### config.mk
export PLATFORM = sky130hd
export DESIGN_NAME = moore_seq_tx
export DESIGN_NICKNAME = d
export VERILOG_FILES = /design/src/rtl/moore_seq_pkg.sv /design/src/rtl/moore_seq_piso.sv /design/src/rtl/moore_seq_tx.sv
export SDC_FILE = /design/constraint.sdc
export NUM_CORES = 1
export LEC_CHECK = 0
export CORE_MARGIN = 4
export CORE_UTILIZATION = 50
export CTS_BUF_LIST = sky130_fd_sc_hd__clkbuf_8
export CTS_CLUSTER_SIZE = 8
export DETAILED_ROUTE_END_ITERATION = 6
export GPL_TIMING_DRIVEN = 0
export HOLD_SLACK_MARGIN = 0.1
export PLACE_DENSITY_LB_ADDON = 0.12
export RECOVER_POWER = 50
export SLEW_MARGIN = 20
export SYNTH_ARGS = -nofsm -noshare
export SYNTH_HDL_FRONTEND = slang
export SYNTH_SLANG_ARGS = --single-unit
### constraint.sdc
create_clock -name clk -period 1.6 [get_ports clk]
set_clock_uncertainty 0.05 [all_clocks]
set_input_delay 0.48 -clock clk [delete_from_list [all_inputs] [get_ports clk]]
set_output_delay 0.48 -clock clk [all_outputs]
set_load 0.02 [all_outputs]
### src/rtl/moore_seq_pkg.sv
// moore_seq_pkg
// Shared definitions for the 0110 sync-pattern serial transmitter.
//   state_t      : FSM state encoding, also driven onto the cs debug port
//   DEF_PAT_W    : default sync pattern width
//   DEF_PATTERN  : default sync pattern (sent MSB first)
//   DEF_DATA_W   : default payload width
//   DEF_GAP      : default number of idle-high bits after a frame
//   max2()       : helper used to size the bit counter
package moore_seq_pkg;

    typedef enum logic [2:0] {
        ST_IDLE = 3'd0,
        ST_SYNC = 3'd1,
        ST_DATA = 3'd2,
        ST_PAR  = 3'd3,
        ST_GAP  = 3'd4
    } state_t;

    localparam int                   DEF_PAT_W   = 4;
    localparam logic [DEF_PAT_W-1:0] DEF_PATTERN = 4'b0110;
    localparam int                   DEF_DATA_W  = 8;
    localparam int                   DEF_GAP     = 2;

    function automatic int max2(input int a, input int b);
        return (a > b) ? a : b;
    endfunction

endpackage

### src/rtl/moore_seq_piso.sv
// moore_seq_piso
// Parallel-load, MSB-first shift register holding the frame payload.
// Ports:
//   clk   : system clock, rising edge
//   rst   : asynchronous active-low reset, clears the register
//   load  : capture din (has priority over shift)
//   shift : shift one place towards the MSB, zero filled
//   din   : parallel payload
//   msb   : current most significant bit (next payload bit to send)
module moore_seq_piso #(
    parameter int W = 8
) (
    input  logic         clk,
    input  logic         rst,
    input  logic         load,
    input  logic         shift,
    input  logic [W-1:0] din,
    output logic         msb
);

    logic [W-1:0] sr;

    always_ff @(posedge clk or negedge rst) begin
        if (!rst) begin
            sr <= '0;
        end else if (load) begin
            sr <= din;
        end else if (shift) begin
            sr <= {sr[W-2:0], 1'b0};
        end
    end

    assign msb = sr[W-1];

endmodule

### src/rtl/moore_seq_tx.sv
// moore_seq_tx
// Moore-style serial frame transmitter for the 0110 sync-pattern link.
// A frame is: PATTERN (MSB first), payload (MSB first), optional even
// parity bit, then GAP idle-high bits. All outputs are registered.
// Optional feature macro: PARITY_EN (inserts the PAR state after DATA).
// Ports:
//   clk        : system clock, rising edge
//   rst        : asynchronous active-low reset
//   start      : frame request, honoured only while ready=1
//   data_in    : payload, captured on the accepting edge
//   ready      : high only in IDLE
//   s_out      : serial line, idles high
//   frame_done : one-cycle pulse during the last gap bit
//   cs         : current state encoding (debug)
// Handshake: a frame is accepted on a rising edge where start=1 and
// ready=1; start at any other time is ignored and never queued.
// The bit counter must be able to count GAP-1; GAP must be at least 1.
module moore_seq_tx
    import moore_seq_pkg::*;
#(
    parameter int               PAT_W   = DEF_PAT_W,
    parameter logic [PAT_W-1:0] PATTERN = DEF_PATTERN,
    parameter int               DATA_W  = DEF_DATA_W,
    parameter int               GAP     = DEF_GAP
) (
    input  logic              clk,
    input  logic              rst,
    input  logic              start,
    input  logic [DATA_W-1:0] data_in,
    output logic              ready,
    output logic              s_out,
    output logic              frame_done,
    output logic [2:0]        cs
);

    localparam int CNT_W = $clog2(max2(PAT_W, DATA_W) + 1);

    localparam logic [CNT_W-1:0] SYNC_LAST = CNT_W'(PAT_W - 1);
    localparam logic [CNT_W-1:0] DATA_LAST = CNT_W'(DATA_W - 1);
    localparam logic [CNT_W-1:0] GAP_LAST  = CNT_W'(GAP - 1);
    // Count value one cycle before the last gap bit; only consulted when GAP >= 2.
    localparam logic [CNT_W-1:0] GAP_PRE   = CNT_W'((GAP >= 2) ? GAP - 2 : 0);

    state_t           state;
    logic [CNT_W-1:0] cnt;
    logic             pat_next;
    logic             piso_load;
    logic             piso_shift;
    logic             piso_msb;
`ifdef PARITY_EN
    logic             par_bit;
`endif

    // Pattern bit to present on the cycle after the current one while in SYNC.
    always_comb begin
        pat_next = 1'b1;
        for (int i = 0; i < PAT_W - 1; i++) begin
            if (cnt == CNT_W'(PAT_W - 2 - i)) begin
                pat_next = PATTERN[i];
            end
        end
    end

    // Shift whenever the register's MSB is being moved onto s_out.
    assign piso_load  = (state == ST_IDLE) && start;
    assign piso_shift = ((state == ST_SYNC) && (cnt == SYNC_LAST)) || (state == ST_DATA);

    moore_seq_piso #(
        .W (DATA_W)
    ) u_piso (
        .clk   (clk),
        .rst   (rst),
        .load  (piso_load),
        .shift (piso_shift),
        .din   (data_in),
        .msb   (piso_msb)
    );

    // Outputs are loaded with the value belonging to the state being entered,
    // so each one is a pure function of the registered state.
    always_ff @(posedge clk or negedge rst) begin
        if (!rst) begin
            state      <= ST_IDLE;
            cnt        <= '0;
            s_out      <= 1'b1;
            ready      <= 1'b1;
            frame_done <= 1'b0;
`ifdef PARITY_EN
            par_bit    <= 1'b0;
`endif
        end else begin
            frame_done <= 1'b0;
            case (state)
                ST_IDLE: begin
                    cnt   <= '0;
                    s_out <= 1'b1;
                    ready <= 1'b1;
                    if (start) begin
                        state <= ST_SYNC;
                        s_out <= PATTERN[PAT_W-1];
                        ready <= 1'b0;
`ifdef PARITY_EN
                        par_bit <= ^data_in;
`endif
                    end
                end

                ST_SYNC: begin
                    if (cnt == SYNC_LAST) begin
                        state <= ST_DATA;
                        cnt   <= '0;
                        s_out <= piso_msb;
                    end else begin
                        cnt   <= cnt + CNT_W'(1);
                        s_out <= pat_next;
                    end
                end

                ST_DATA: begin
                    if (cnt == DATA_LAST) begin
                        cnt <= '0;
`ifdef PARITY_EN
                        state <= ST_PAR;
                        s_out <= par_bit;
`else
                        state      <= ST_GAP;
                        s_out      <= 1'b1;
                        frame_done <= (GAP == 1);
`endif
                    end else begin
                        cnt   <= cnt + CNT_W'(1);
                        s_out <= piso_msb;
                    end
                end

`ifdef PARITY_EN
                ST_PAR: begin
                    state      <= ST_GAP;
                    cnt        <= '0;
                    s_out      <= 1'b1;
                    frame_done <= (GAP == 1);
                end
`endif

                ST_GAP: begin
                    s_out <= 1'b1;
                    if (cnt == GAP_LAST) begin
                        state <= ST_IDLE;
                        cnt   <= '0;
                        ready <= 1'b1;
                    end else begin
                        cnt        <= cnt + CNT_W'(1);
                        frame_done <= (cnt == GAP_PRE);
                    end
                end

                default: begin
                    state <= ST_IDLE;
                    cnt   <= '0;
                    s_out <= 1'b1;
                    ready <= 1'b1;
                end
            endcase
        end
    end

    assign cs = state;

endmodule

==> results.toml, run 1 <==
[outcome]
status = "complete, but fails checks"
violations = "negative setup slack"

[route]
dr.pass1.iters = 4
avgViaCountPerCell = 6.48
drcViolationCount = 0
ant_nets = 0
wl_mm = 3.67
wl_per_cell_um = 19.3
vias = 1231
drt_iter0_drc = 64

[global_routing]
grt_pass1_wl_mm = 5.26
first_global_vias = 1089
grt_max_degree = 19
grt_usage_pct = 20.4
antenna_found_initial = 0
overflow = 0

[finish]
mostFrequentLayoutCells = "13 x nor2_1, 13 x dfrtp_1, 8 x clkdlybuf4s50_1"
drive_gt1_share_pct = 32.1
fillers = 169
antenna_cells = 0
synthToLayoutAreaGrowth_pct = 38.5
nNetsFinal = 178

[logic_synthesis]
yosys.area_share.simple_pct = 27.9
synth-seq-cells = 18
synthXorXnorAreaFrac_pct = 2.90
synth_fa_ha_area_share_pct = 4.15
synth.area.mux_share_pct = 0
synth_top_family_by_area = "simple AND/OR/NAND/NOR gates"
ys_types = 40
avgSynthCellArea_um2 = 9.08
synth_compound_area_share_pct = 21.6
yosysWarningCount = 0
ys_seq_area_share_pct = 37.5
synth_nets = 148
netlist_area_mm2 = 0.00121
synth_cells = 133

[clock_network]
clock_path_buffers = 2
cts_hold_buf = 0
clk_pin_slew_ps = 70
cts.root.buffer_cell = "clkbuf_8"
numCtsBuffers = 3
htree_num_levels = 1
clk_latency_ps = 260
cts_tree = "done"
clkSinkCount = 18

[timing]
setup_viol = 5
finalCriticalPeriod_ps = 1690
drv_slew = 0
period_share_pct = 106
slew_headroom_pct = 45.1
rsz0062_at_grt = "yes"
hold_viol_final = 0
finalWorstSetupSlack_ps = -92.2
tns_ps = -310
maxClockFrequency_mhz = 591
worst_pin_slew_ps = 820

[floorplanning]
ios = 17
start_util_pct = 53.6
dieHeight_um = 57.1
dieArea_mm2 = 0.00326
rows = 17
die_w_um = 57.1
coreArea_mm2 = 0.00225

[run]
maxCapViolCount = 0

[critical_path]
crit_type = "register to register"
worstPathRequired_ps = 1690
crit_arrival_ps = 1780
endpoint_kind = "register"
start_kind = "register"
path_max_fanout = 3

[min_path]
worstHoldPathType = "register to register"

[pwr]
leakage_nw = 0.711
finalPower_mw = 3.17
power_density_mw_per_mm2 = 1890
ir_drop_uv = 1140

[placement]
place_hpwl_mm = 2.07
gp_congestion = 0.877
port_buffers = 16
==> worst max-delay path, stage by stage, from the launching register on <==
cell and delay [ps]:
dfrtp_2 440, buf_6 130, inv_4 60, ha_4 120, or3b_4 400, a221oi_2 290, a211oi_1 80
==> through the flow <==
stage | setup slack (ps) | hold slack, ps | utilization, % | cells | instance area (um^2)
final | -92.2 | 452 | 74.2 | 190 | 1670
after global routing | -141 | 464 | 74.2 | 190 | 1670
after CTS | -127 | 485 | 68.5 | 182 | 1550
after detailed placement | -533 | 485 | 63.0 | 177 | 1420
after global placement | -514 | 480 | 63.0 | 177 | 1420
after floorplan | -19.6 | 134 | - | 133 | 1230
==> repair_timing <==
action                     in CTS  in global routing
buffers inserted                1                  8
pin swaps                       2                 13
setup endpoints to repair      24                 19
resized for setup              28                 21
cloned                          0                  1
==> synth_stat cells <==
| cell | number | area share (%) |
|---|---|---|
| nor2b_1 | 5 | 2.6 |
| xor2_1 | 1 | 0.73 |
| a221oi_1 | 2 | 1.5 |
| nor3b_1 | 1 | 0.62 |
| a21oi_1 | 5 | 2.1 |
| a21o_1 | 1 | 0.62 |
| a31oi_1 | 6 | 3.1 |
| ha_1 | 4 | 4.1 |
| o21a_1 | 1 | 0.62 |
| nand2_1 | 8 | 2.5 |
| a311oi_1 | 6 | 4.4 |
| o31ai_1 | 1 | 0.62 |
| o21ai_0 | 6 | 2.5 |
| a221o_1 | 1 | 0.83 |
| o2bb2ai_1 | 2 | 1.5 |
| nor2_1 | 13 | 4.0 |
| o21bai_1 | 1 | 0.62 |
| dfstp_2 | 2 | 4.4 |
| nand2b_1 | 1 | 0.52 |
| a2bb2oi_1 | 1 | 0.73 |
| buf_6 | 2 | 1.9 |
| or3b_1 | 1 | 0.73 |
| buf_2 | 4 | 1.7 |
| or3b_2 | 1 | 0.73 |
| clkbuf_1 | 3 | 0.93 |
| a211o_1 | 1 | 0.73 |
| nand3_1 | 7 | 2.9 |
| or2_2 | 1 | 0.52 |
| and3_1 | 6 | 3.1 |
| and2_4 | 1 | 0.73 |
| nand4_1 | 2 | 1.0 |
| a31o_2 | 1 | 0.73 |
| inv_1 | 5 | 1.6 |
| a211oi_1 | 1 | 0.62 |
| dfrtp_1 | 16 | 33 |
| o22ai_1 | 1 | 0.52 |
| or4b_1 | 1 | 0.83 |
| xnor2_1 | 3 | 2.2 |
| nor4bb_1 | 6 | 5.0 |
| nor3b_2 | 2 | 2.1 |
==> sequential cells by signal, indices dropped and copies added, names as in the netlist <==
name        count
ready           1
u_piso.sr       8
cnt             4
frame_done      1
cs              3
s_out           1
==> where the power goes <==
group	internal (mW)	switching (mW)
registers	0.662	0.223
logic	0.954	0.946
clock network	0.219	0.163
total	1.84	1.33
==> cell families after synthesis <==
group / Yosys count
flops: 18
xor+xnor: 4
fa+ha+maj: 4
simple gates: 56
buf+inv: 14
compound gates: 37
==> per-layer routing <==
| layer | global-route usage [%] | vias to the layer above | share of wire, % |
|---|---|---|---|
| met3 | 3.39 | 12 | 8.8 |
| met4 | 5.96 | 0 | 3.2 |
| met1 | 29.6 | 590 | 43 |
| li1 | - | 558 | - |
| met5 | 0 | - | 0 |
| met2 | 31.3 | 71 | 45 |
==> cell type report <==
class | instances | area (um^2) | area share, %
Buffer | 8 | 58.8 | 3.52
Sequential cell | 18 | 457 | 27.3
Inverter | 5 | 21.3 | 1.27
Multi-Input combinational cell | 102 | 815 | 48.7
Timing Repair Buffer | 25 | 231 | 13.8
Tap cell | 28 | 35.0 | 2.09
Clock buffer | 4 | 55.1 | 3.29
==> path summary, 6_finish.rpt <==
check	startpoint	end	slack, ps	cells after the start
max in group asynchronous	rst	cs[1]$_DFFE_PN0P_	230	1
min in group asynchronous	rst	u_piso.sr[5]$_DFFE_PN0P_	700	1
hold / removal	cnt[0]$_DFF_PN0_	cnt[0]$_DFF_PN0_	450	1
setup reg to reg	cnt[1]$_DFF_PN0_	cnt[2]$_DFF_PN0_	-90	6
hold reg to reg	cnt[0]$_DFF_PN0_	cnt[0]$_DFF_PN0_	450	1
setup / recovery	cnt[1]$_DFF_PN0_	cnt[2]$_DFF_PN0_	-90	6
(Power assumes the default switching activity.)
==> run 2: changes to the inputs <==
--- a/config.mk
+++ b/config.mk
@@ -5,6 +5,7 @@
 export SDC_FILE = /design/constraint.sdc
 export NUM_CORES = 1
 export LEC_CHECK = 0
+export CORE_ASPECT_RATIO = 0.8
 export CORE_MARGIN = 4
 export CORE_UTILIZATION = 50
 export CTS_BUF_LIST = sky130_fd_sc_hd__clkbuf_8
==> run 2 against run 1 <==
Compared with the run above: the run still ends with negative setup slack left; routed wire length shrank 4.3%; critical path depth is 1 lower; via count fell by 2.5%; sequential share of layout area up 0.95 points; global-route usage increased by 2.8 points; final cell count is 2.6% lower; clock power shrank 15%; die area rose by 0.16%; first-iteration DRC count decreased by 33%; flip-flop and latch count is the same; critical path type unchanged; critical endpoint is now s_out$_DFF_PN1_; largest power group unchanged.
==> results.toml, run 2 (synthesis results as in run 1) <==
[critical_path]
crit_arrival_ps = 1830
path_max_fanout = 5
path_cells = "ha_4, or3b_4, buf_6, and2_4, a221o_1"
crit_type = "register to register"
cpPeakStageDelay_ps = 410
slowest_stage = "dfrtp_2"
start_kind = "register"
endpoint_kind = "register"
worstPathRequired_ps = 1740

[timing]
period_share_pct = 106
setup_viol = 9
maxClockFrequency_mhz = 592
rsz0062_at_grt = "yes"
finalWorstSetupSlack_ps = -89.0
finalCriticalPeriod_ps = 1690
whs_ps = 491
slew_headroom_pct = 44.7
drv_slew = 0
worst_pin_slew_ps = 827
hold_viol_final = 0

[clock_network]
cts_tree = "done"
htree_num_levels = 1
clock_path_buffers = 2
clk_pin_slew_ps = 70
numCtsBuffers = 3
clkSinkCount = 18
cts.root.buffer_cell = "clkbuf_8"
clk_latency_ps = 260

[route]
drt_iter0_drc = 43
dr.pass1.iters = 4
vias = 1200
wl_mm = 3.51
ant_nets = 0
drcViolationCount = 0
avgViaCountPerCell = 6.49
wl_per_cell_um = 19.0

[pwr]
ir_drop_uv = 1070
power.internal_mw = 1.72
finalPower_mw = 3.01
power.switching_mw = 1.29
power_density_mw_per_mm2 = 1860
switching_share_pct = 42.9
power_frac_clock_pct = 10.8
leakage_nw = 0.691
seq_power_share_pct = 29.5
pwr-share-comb_pct = 59.8

[outcome]
status = "complete, but fails checks"
violations = "negative setup slack"

[finish]
synthToLayoutAreaGrowth_pct = 33.9
layout.cells.non_filler = 185
mostFrequentLayoutCells = "13 x nor2_1, 13 x dfrtp_1, 8 x clkdlybuf4s50_1"
antenna_cells = 0
drive_gt1_share_pct = 32.5
top_register = "u_piso.sr"
nNetsFinal = 177
largest_register_ffs = 8

[placement]
dp.cells = 174
port_buffers = 16
gp_congestion = 0.846
place_hpwl_mm = 2.09

[min_path]
worstHoldPathType = "register to register"

[floorplanning]
coreArea_mm2 = 0.00223
die_w_um = 62.9
rows = 15
ios = 17
dieArea_mm2 = 0.00327
start_util_pct = 54.1
dieHeight_um = 52.0

[global_routing]
grt_pass1_wl_mm = 5.77
overflow = 0
gr-usage-met2_pct = 36.4
grtUsageMet1_pct = 31.5
busiest_layer = "met2"
grt_max_degree = 19
first_global_vias = 1133
antenna_found_initial = 0
grt_use_met3_pct = 5.40
grt_usage_pct = 23.3

[run]
maxCapViolCount = 0
[run 2: changes by cell type in the layout (fill, tap and decap cells not counted), sizes merged]
cell,previous run,this run
buf,13,15
clkbuf,10,8
clkdlybuf4s15,2,1
or3b,3,2
[run 2: final timing paths]
path / startpoint / to / slack, ps / depth (start not counted)
max: cnt[1]$_DFF_PN0_ / s_out$_DFF_PN1_ / -90 / 5
min: ready$_DFFE_PN1P_ / ready$_DFFE_PN1P_ / 490 / 1
max reg2reg: cnt[1]$_DFF_PN0_ / s_out$_DFF_PN1_ / -90 / 5
min reg2reg: ready$_DFFE_PN1P_ / ready$_DFFE_PN1P_ / 490 / 1
max in group asynchronous: rst / cnt[0]$_DFF_PN0_ / 220 / 1
min in group asynchronous: rst / u_piso.sr[3]$_DFFE_PN0P_ / 700 / 1
[run 2: timing repair]
| action | 4_1_cts | 5_1_grt |
|---|---|---|
| pin swaps | 14 | 11 |
| gates resized for setup | 34 | 13 |
| hold buffers | 0 | 0 |
| cloned | 1 | 0 |
| setup buffers | 6 | 1 |
| setup endpoints to repair | 24 | 17 |
[run 2: power by group through the flow]
stage | Combinational (mW) | Clock [mW] | Sequential (mW)
2_1_floorplan | 1.03 | 0 | 0.862
3_3_place_gp | 1.41 | 0 | 0.844
3_5_place_dp | 1.44 | 0 | 0.854
4_1_cts | 1.70 | 0.328 | 0.864
5_1_grt | 1.93 | 0.361 | 0.906
6_report | 1.80 | 0.324 | 0.886
[run 2: critical path, delay by kind of cell, from the launching register on]
family	cells	cell delay, ps
flops	1	410
fa+ha+maj	1	160
compound gates	1	320
buf+inv	1	150
simple gates	2	530
[run 2: final cells by class]
| type | count | area (um^2) |
|---|---|---|
| Timing Repair Buffer | 24 | 210 |
| Sequential cell | 18 | 457 |
| Clock buffer | 3 | 41.3 |
| Inverter | 5 | 18.8 |
| Multi-Input combinational cell | 101 | 793 |
| Buffer | 9 | 65.1 |
| Fill cell | 161 | 617 |
| Tap cell | 25 | 31.3 |
[run 2: layer usage]
layer  share of wire, %  vias up
met4                1.7        0
met2                 46       62
met1                 44      577
met3                8.7        8
met5                  0        -
li1                   -      553
[run 2: metrics by stage]
step	area [um^2]	setup slack, ps	setup TNS, ps	utilization, %
after global routing	1620	-161	-1230	72.4
after floorplan	1230	-19.6	-28.4	-
after global placement	1420	-509	-5740	63.5
after detailed placement	1420	-518	-6350	63.5
after CTS	1600	-76.4	-209	71.6
final	1620	-89.0	-350	72.4
==> run 3: changes to the inputs <==
--- a/config.mk
+++ b/config.mk
@@ -5,6 +5,7 @@
 export SDC_FILE = /design/constraint.sdc
 export NUM_CORES = 1
 export LEC_CHECK = 0
+export CAP_MARGIN = 25
 export CORE_ASPECT_RATIO = 0.8
 export CORE_MARGIN = 4
 export CORE_UTILIZATION = 50
@@ -15,6 +16,7 @@
 export HOLD_SLACK_MARGIN = 0.1
 export PLACE_DENSITY_LB_ADDON = 0.12
 export RECOVER_POWER = 50
+export SETUP_SLACK_MARGIN = 0.05
 export SLEW_MARGIN = 20
 export SYNTH_ARGS = -nofsm -noshare
 export SYNTH_HDL_FRONTEND = slang
==> run 3 against run 2 <==
Compared with the run above: the flow still finishes with violations (negative setup slack); power rose by 1.6%; routed wire length is 2.4% lower; hold slack better by 9.5 ps; highest routed layer unchanged; die area unchanged; final area is 1.3% higher; maximum frequency decreased by 1.3%; utilization is 0.95 points higher; clock power hardly changed; flip-flop and latch count is the same; sequential power about the same; setup slack got worse by 22 ps; final cell count down 0.54%; largest power group unchanged.
==> results.toml, run 3 (synthesis results as in run 1) <==
[outcome]
status = "complete, but fails checks"
violations = "negative setup slack"

[clock_network]
htree_num_levels = 1
clock_path_buffers = 2
cts_tree = "done"
cts.root.buffer_cell = "clkbuf_8"
clkSinkCount = 18
numCtsBuffers = 3
cts_hold_buf = 0
clk_pin_slew_ps = 70
clk_latency_ps = 260

[timing]
tns_ps = -455
slew_headroom_pct = 44.8
hold_viol_final = 0
period_share_pct = 107
maxClockFrequency_mhz = 584
whs_ps = 500
rsz0062_at_grt = "yes"
drv_slew = 0
setup_viol = 10
finalWorstSetupSlack_ps = -111
worst_pin_slew_ps = 826
finalCriticalPeriod_ps = 1710

[floorplanning]
dieArea_mm2 = 0.00327
die_w_um = 62.9
coreArea_mm2 = 0.00223
rows = 15
ios = 17
start_util_pct = 54.1
dieHeight_um = 52.0

[global_routing]
overflow = 0
grt_usage_pct = 21.8
grt_pass1_wl_mm = 5.53
first_global_vias = 1156
grt_max_degree = 19
antenna_found_initial = 0

[critical_path]
startpoint = "cnt[1]$_DFF_PN0_"
cpPeakStageDelay_ps = 420
endpoint_kind = "register"
crit_arrival_ps = 1840
start_kind = "register"
slowest_stage = "dfrtp_2"
path_max_fanout = 5
crit_type = "register to register"
path_buf_inv = 1
worstPathRequired_ps = 1730
r2r_start = "cnt[1]$_DFF_PN0_"
r2r_cells = 5
path_delay_family = "simple AND/OR/NAND/NOR gates"
path_cells = "ha_4, or3b_4, buf_6, and2_4, a221o_1"
crit_cells = 5

[placement]
gp_congestion = 0.852
port_buffers = 16
place_hpwl_mm = 2.10
dpl_worst_slack_ps = -542
dp.cells = 174

[min_path]
worstHoldPathType = "register to register"
holdPathStages = 1
min-delay-start = "ready$_DFFE_PN1P_"

[route]
dr.pass1.iters = 4
drt_iter0_drc = 65
vias = 1194
ant_nets = 0
wl_mm = 3.43
drcViolationCount = 0
avgViaCountPerCell = 6.49
wl_per_cell_um = 18.6

[finish]
largest_register_ffs = 8
mostFrequentLayoutCells = "13 x nor2_1, 13 x dfrtp_1, 8 x clkdlybuf4s50_1"
top_register = "u_piso.sr"
antenna_cells = 0
utilization_pct = 73.3
nNetsFinal = 175
multi_input_area_um2 = 830
synthToLayoutAreaGrowth_pct = 35.6
drive_gt1_share_pct = 33.3
layout.cells.non_filler = 184
final-seq-area_um2 = 457
fillers = 166

[pwr]
ir_drop_uv = 1100
leakage_nw = 0.693
power_density_mw_per_mm2 = 1870

[run]
maxCapViolCount = 0
## run 3: metal layers
layer	wire [um]	vias to the layer above	part of all wire, %	track usage [%]
met5	0	-	0	0
met4	42	0	1.2	4.03
met3	313	8	9.1	6.05
met2	1560	63	46	34.3
met1	1510	577	44	30.1
li1	-	546	-	-
## run 3: timing repair
item                                    CTS  global route
pin swaps                                13             9
gates resized for setup                  34            20
endpoints found under the hold margin     0             0
endpoints found under the setup margin   23            21
gates cloned                              1             0
setup buffers                             1             4
## run 3: power by group
group	total (mW)	internal (mW)	switching, mW	leakage, nW
clock network	0.324	0.171	0.153	0.0269
logic	1.85	0.904	0.945	0.455
registers	0.883	0.662	0.221	0.212
## run 3: metrics by stage
step	total power, mW	instance area, um^2
2_1_floorplan	1.89	1230
3_3_place_gp	2.26	1420
3_5_place_dp	2.30	1420
4_1_cts	2.82	1560
5_1_grt	3.26	1640
6_report	3.06	1640
## run 3: area by class of cell
class / count / share of cell area [%]
well taps: 25 / 1.91
flip-flops and latches: 18 / 27.9
inverters: 5 / 1.15
repair buffers: 22 / 11.4
multi-input cells: 101 / 50.6
clock inverters: 1 / 0.229
clock buffers: 3 / 2.52
plain buffers: 9 / 4.28
## run 3: path summary, 6_finish.rpt
check | end | slack (ps)
worst max-delay path | s_out$_DFF_PN1_ | -110
worst min-delay path | ready$_DFFE_PN1P_ | 500
worst max register to register | s_out$_DFF_PN1_ | -110
worst min register to register | ready$_DFFE_PN1P_ | 500
max in group asynchronous | cnt[1]$_DFF_PN0_ | 220
min in group asynchronous | u_piso.sr[7]$_DFFE_PN0P_ | 710
## run 3: worst reg2reg max path, delay by kind of cell, from the launching register on
family                     cells  cell delay [ps]
buffers and inverters          1              150
DFF                            1              420
AOI/OAI and AO/OA              1              330
and+or+nand+nor                2              530
adders and majority gates      1              160
